--- src/rtl/mem_ctrl.sv ---
// mem_ctrl: byte-serial arbiter between ICache fetches and LSB accesses.
// Owns the 8-bit RAM/IO port and assembles little-endian words.
module mem_ctrl #(
  parameter int ADDR_WIDTH = 32,
  parameter int IO_SEL_HI  = 17,
  parameter int IO_SEL_LO  = 16
) (
  input  logic                  clk,
  input  logic                  rst,
  input  logic                  rdy,
  input  logic                  jump_wrong,
  input  logic                  ic_req,
  input  logic [ADDR_WIDTH-1:0] ic_addr,
  output logic                  ic_done,
  output logic [31:0]           ic_data,
  input  logic                  ls_req,
  input  logic                  ls_we,
  input  logic [ADDR_WIDTH-1:0] ls_addr,
  input  logic [1:0]            ls_size,
  input  logic [31:0]           ls_wdata,
  output logic                  ls_done,
  output logic [31:0]           ls_rdata,
  input  logic [7:0]            mem_din,
  output logic [7:0]            mem_dout,
  output logic [ADDR_WIDTH-1:0] mem_a,
  output logic                  mem_wr,
  input  logic                  io_buffer_full
);

  typedef enum logic [1:0] {
    IDLE,
    IC_RD,
    LS_RD,
    LS_WR
  } state_t;

  state_t                r_state;
  state_t                w_next;
  logic [2:0]            r_cnt;
  logic [2:0]            r_n;
  logic [ADDR_WIDTH-1:0] r_base;
  logic [31:0]           r_wdata;
  logic [31:0]           r_buf;
  logic [31:0]           r_ic_data;
  logic [31:0]           r_ls_rdata;
  logic                  r_ic_done;
  logic                  r_ls_done;

  logic [ADDR_WIDTH-1:0] w_addr;
  logic                  w_io;
  logic                  w_stall;
  logic [1:0]            w_lidx;
  logic [31:0]           w_buf;
  logic [2:0]            w_ls_n;
  logic                  w_rd_last;
  logic                  w_wr_last;

  assign w_addr    = r_base + ADDR_WIDTH'(r_cnt);
  assign w_io      = &w_addr[IO_SEL_HI:IO_SEL_LO];
  assign w_stall   = (r_state == LS_WR) && w_io && io_buffer_full;
  assign w_lidx    = r_cnt[1:0] - 2'd1;
  assign w_ls_n    = (ls_size == 2'd0) ? 3'd1 :
                     (ls_size == 2'd1) ? 3'd2 : 3'd4;
  assign w_rd_last = (r_cnt == r_n);
  assign w_wr_last = (r_cnt == r_n - 3'd1);

  assign ic_done  = r_ic_done;
  assign ls_done  = r_ls_done;
  assign ic_data  = r_ic_data;
  assign ls_rdata = r_ls_rdata;

  // Byte arriving now belongs to lane cnt-1 (RAM has one cycle of latency).
  always_comb begin
    w_buf = r_buf;
    w_buf[{w_lidx, 3'b000} +: 8] = mem_din;
  end

  always_comb begin
    w_next   = r_state;
    mem_a    = '0;
    mem_wr   = 1'b0;
    mem_dout = 8'h00;
    unique case (r_state)
      IDLE: begin
        if (ls_req && !r_ls_done)
          w_next = ls_we ? LS_WR : LS_RD;
        else if (ic_req && !r_ic_done && !jump_wrong)
          w_next = IC_RD;
      end
      IC_RD: begin
        mem_a = w_addr;
        if (jump_wrong || w_rd_last)
          w_next = IDLE;
      end
      LS_RD: begin
        mem_a = w_addr;
        if (w_rd_last)
          w_next = IDLE;
      end
      LS_WR: begin
        mem_a    = w_addr;
        mem_dout = r_wdata[{r_cnt[1:0], 3'b000} +: 8];
        mem_wr   = rdy && !w_stall;
        if (!w_stall && w_wr_last)
          w_next = IDLE;
      end
      default: w_next = IDLE;
    endcase
  end

  always_ff @(posedge clk) begin
    if (rst) begin
      r_state    <= IDLE;
      r_cnt      <= 3'd0;
      r_n        <= 3'd0;
      r_base     <= '0;
      r_wdata    <= 32'h0;
      r_buf      <= 32'h0;
      r_ic_data  <= 32'h0;
      r_ls_rdata <= 32'h0;
      r_ic_done  <= 1'b0;
      r_ls_done  <= 1'b0;
    end else if (rdy) begin
      r_state   <= w_next;
      r_ic_done <= 1'b0;
      r_ls_done <= 1'b0;
      unique case (r_state)
        IDLE: begin
          r_cnt <= 3'd0;
          r_buf <= 32'h0;
          if (w_next == IC_RD) begin
            r_base <= ic_addr;
            r_n    <= 3'd4;
          end else if (w_next != IDLE) begin
            r_base  <= ls_addr;
            r_n     <= w_ls_n;
            r_wdata <= ls_wdata;
          end
        end
        IC_RD, LS_RD: begin
          if (!(r_state == IC_RD && jump_wrong)) begin
            r_cnt <= r_cnt + 3'd1;
            if (r_cnt != 3'd0)
              r_buf <= w_buf;
            if (w_rd_last) begin
              if (r_state == IC_RD) begin
                r_ic_done <= 1'b1;
                r_ic_data <= w_buf;
              end else begin
                r_ls_done  <= 1'b1;
                r_ls_rdata <= w_buf;
              end
            end
          end
        end
        LS_WR: begin
          if (!w_stall) begin
            r_cnt <= r_cnt + 3'd1;
            if (w_wr_last)
              r_ls_done <= 1'b1;
          end
        end
        default: r_cnt <= 3'd0;
      endcase
    end
  end

endmodule

--- config.mk ---
export PLATFORM = sky130hd
export DESIGN_NAME = mem_ctrl
export DESIGN_NICKNAME = d
export VERILOG_FILES = /design/src/rtl/mem_ctrl.sv
export SDC_FILE = /design/constraint.sdc
export NUM_CORES = 1
export LEC_CHECK = 0
export ABC_CLOCK_PERIOD_IN_PS = 3330
export BUFFER_PORTS_ARGS = -buffer_cell sky130_fd_sc_hd__buf_2
export CAP_MARGIN = 20
export CELL_PAD_IN_SITES_DETAIL_PLACEMENT = 1
export CELL_PAD_IN_SITES_GLOBAL_PLACEMENT = 2
export CORE_ASPECT_RATIO = 0.5
export CORE_MARGIN = 2
export CORE_UTILIZATION = 30
export CTS_CLUSTER_SIZE = 16
export DETAILED_ROUTE_END_ITERATION = 16
export PLACE_DENSITY = 0.91
export RECOVER_POWER = 50
export SETUP_SLACK_MARGIN = 0.05
export SLEW_MARGIN = 25
export SYNTH_ARGS = -nofsm -noshare
export SYNTH_HDL_FRONTEND = slang
export SYNTH_SLANG_ARGS = --single-unit
--- constraint.sdc ---
create_clock -name clk -period 3.33 [get_ports clk]
set_input_delay 0.333 -clock clk [delete_from_list [all_inputs] [get_ports clk]]
set_output_delay 0.333 -clock clk [all_outputs]
set_load 0.02 [all_outputs]
==> impl_metrics.json <==
{
  "synth-seq-cells": 170,
  "hold_violations": 0,
  "io_pins": 221,
  "grt_pass1_wl_um": 42780,
  "area_delta_synth_final_pct": 23.91,
  "synth-edff-count": 0,
  "cts_made_buffers": 17,
  "clk-insertion-delay-late_ns": 0.44,
  "vdd_drop_max_mv": 0.3560,
  "wirelength_um": 27210,
  "initial_core_util_pct": 30.30,
  "grt_max_degree": 66,
  "mostFrequentLayoutCell": "nor2_1",
  "first_iter_violations": 430,
  "worstMarginPinSlew_ns": 1.048,
  "fmax_ghz": 0.3178,
  "p_per_area_nw_per_um2": 529.0,
  "crit_path_end_kind": "primary output",
  "grt_usage_pct": 19.59,
  "synth_warnings": 0,
  "dpl_cell_area_um2": 9365,
  "status": "finished clean",
  "drc": 0,
  "async_flop_share_pct": 0,
  "num-nets-final": 1283,
  "fin_crit_sh_pct": 94.48,
  "fin_setup_tns_ns": 0,
  "synth_cell_types": 52,
  "core_um2": 26220,
  "syn_area_per_cell_um2": 8.199,
  "cts.sinks": 170,
  "final_area_um2": 9844,
  "power.leakage_uw": 0.003709,
  "dpl.hpwl_um": 19430,
  "synthCells": 969,
  "dpl.cell_count": 1487,
  "die_area_um2": 27880,
  "synth_ff_type": "dfxtp_1",
  "antenna_cells": 0,
  "rsz0062_at_grt": "false",
  "io_buffers": 220,
  "crit_arrival_ns": 2.81,
  "post_drt_wl_per_cell_um": 17.93,
  "vias": 7705,
  "antenna_found_initial": 0,
  "cts_setup_buffers": 0,
  "detail-route-antenna-nets": 0,
  "row_count": 42,
  "crit_type": "reg2out",
  "syn_area_um2": 7945,
  "worstPathRequired_ns": 3.00,
  "vias_per_cell": 5.076,
  "final_cell_mix": "nor2_1, dfxtp_1, buf_2",
  "synth_nets": 1098,
  "final_cells": 1518,
  "period_needed_ns": 3.146,
  "htreeDepth": 4,
  "root_buffer": "clkbuf_16",
  "fin_skew_ns": 0.008589,
  "critPathMaxFanout": 6,
  "clkSlewWorstSetupHoldPaths_ns": 0.06,
  "grt_pass1_vias": 7848,
  "first_pass_iters": 6,
  "fp.dieH_um": 119.1,
  "gp_congestion": 0.8199,
  "cts_buffer_depth": 2,
  "drv_slew": 0,
  "cts_tree": "done",
  "relSlewSlack_pct": 29.62,
  "maxCapViolCount": 0,
  "die_x_um": 234.1,
  "drive_above_1_share_pct": 21.18,
  "final-setup-viol-count": 0,
  "start_kind": "flop",
  "grt.overflow.total": 0,
  "holdCritPathClass": "in2reg",
  "ys_seq_area_share_pct": 42.83
}
==> worst paths after layout <==
kind                                  start     endpoint  slack (ns)  depth (start not counted)
worst max-delay path             r_base[10]    mem_a[31]        0.18                          7
worst min-delay path             ls_size[0]       r_n[0]        0.10                          2
worst max register to register     r_cnt[0]    r_buf[11]        0.50                          9
worst min register to register  r_wdata[15]  r_wdata[15]        0.46                          2
==> sequential cells by signal, summed over array words and instances, names as in the netlist <==
register	count
ic_data	32
ic_done	1
ls_done	1
ls_rdata	32
r_base	32
r_buf	32
r_cnt	3
r_n	3
r_state	2
r_wdata	32
==> Yosys cell counts, types with 4 or more instances <==
library cell	count	area, um2
a21oi_1	106	530.5
o221a_2	32	360.4
a211oi_1	67	503.0
ha_1	14	175.2
clkbuf_1	55	206.5
buf_2	6	30.03
nor3_1	41	205.2
nand4_1	5	31.28
inv_1	13	48.80
xnor2_1	17	148.9
nor3b_1	4	30.03
xor2_1	17	148.9
mux4_2	8	180.2
and2_1	10	62.56
nand3_1	17	85.08
dfxtp_1	170	3403
nor2b_1	37	231.5
nor2_1	202	758.2
nand2_1	89	334.1
and3_1	7	43.79
buf_1	8	30.03
==> logic make-up after synthesis <==
kind of cell	synth area share, %
XOR/XNOR	4.031
adder cells (fa/ha/maj)	2.457
multiplexers	2.394
AO/OA/AOI/OAI	19.50
AND/OR/NAND/NOR	24.82
flip-flops	42.83
buffers and inverters	3.969
==> layout make-up <==
type / instances / area, um2
repair buffers: 235 / 1116
inverters: 13 / 48.80
fillers: 3230 / 16380
well taps: 352 / 440.4
multi-input cells: 717 / 4262
clock buffers: 21 / 450.4
clock inverters: 10 / 120.1
flip-flops and latches: 170 / 3407
==> per-stage QoR <==
step                setup slack, ns  hold WS (ns)  utilization, %  total power, uW
floorplan                    0.4924        0.4318               -             2933
global placement             0.4636        0.4397           35.69             3271
detailed placement           0.5965        0.4508           35.71             3302
CTS                          0.1220       0.06901           37.89             5291
global route                0.04792       0.08972           37.54             5471
finish                       0.1838        0.1027           37.54             5207
==> worst max-delay path, stage by stage (launching register included) <==
cell and delay (ns):
dfxtp_1 0.43, nand4_1 0.20, or3_4 0.46, or4_4 0.57
nor4_4 0.30, xnor2_1 0.16, nor2_1 0.06, buf_2 0.19
==> timing repair <==
item / in CTS / in global routing
endpoints found under the setup margin: 0 / 6
hold buffers: 0 / 0
gates resized for setup: 0 / 5
==> routing by layer <==
layer	global-route usage, %	wire (um)
met5	0	0
met4	5.142	357
met3	4.239	1091
met2	32.80	13110
met1	25.49	12650
==> where the power goes <==
| part | leakage (uW) | total, uW | switching, uW | internal [uW] |
|---|---|---|---|---|
| combinational | 0.00205 | 946 | 612 | 334 |
| sequential | 0.00138 | 2290 | 123 | 2170 |
| clock | 0.000273 | 1970 | 848 | 1120 |
No activity file was read; power rests on OpenSTA's default activity.
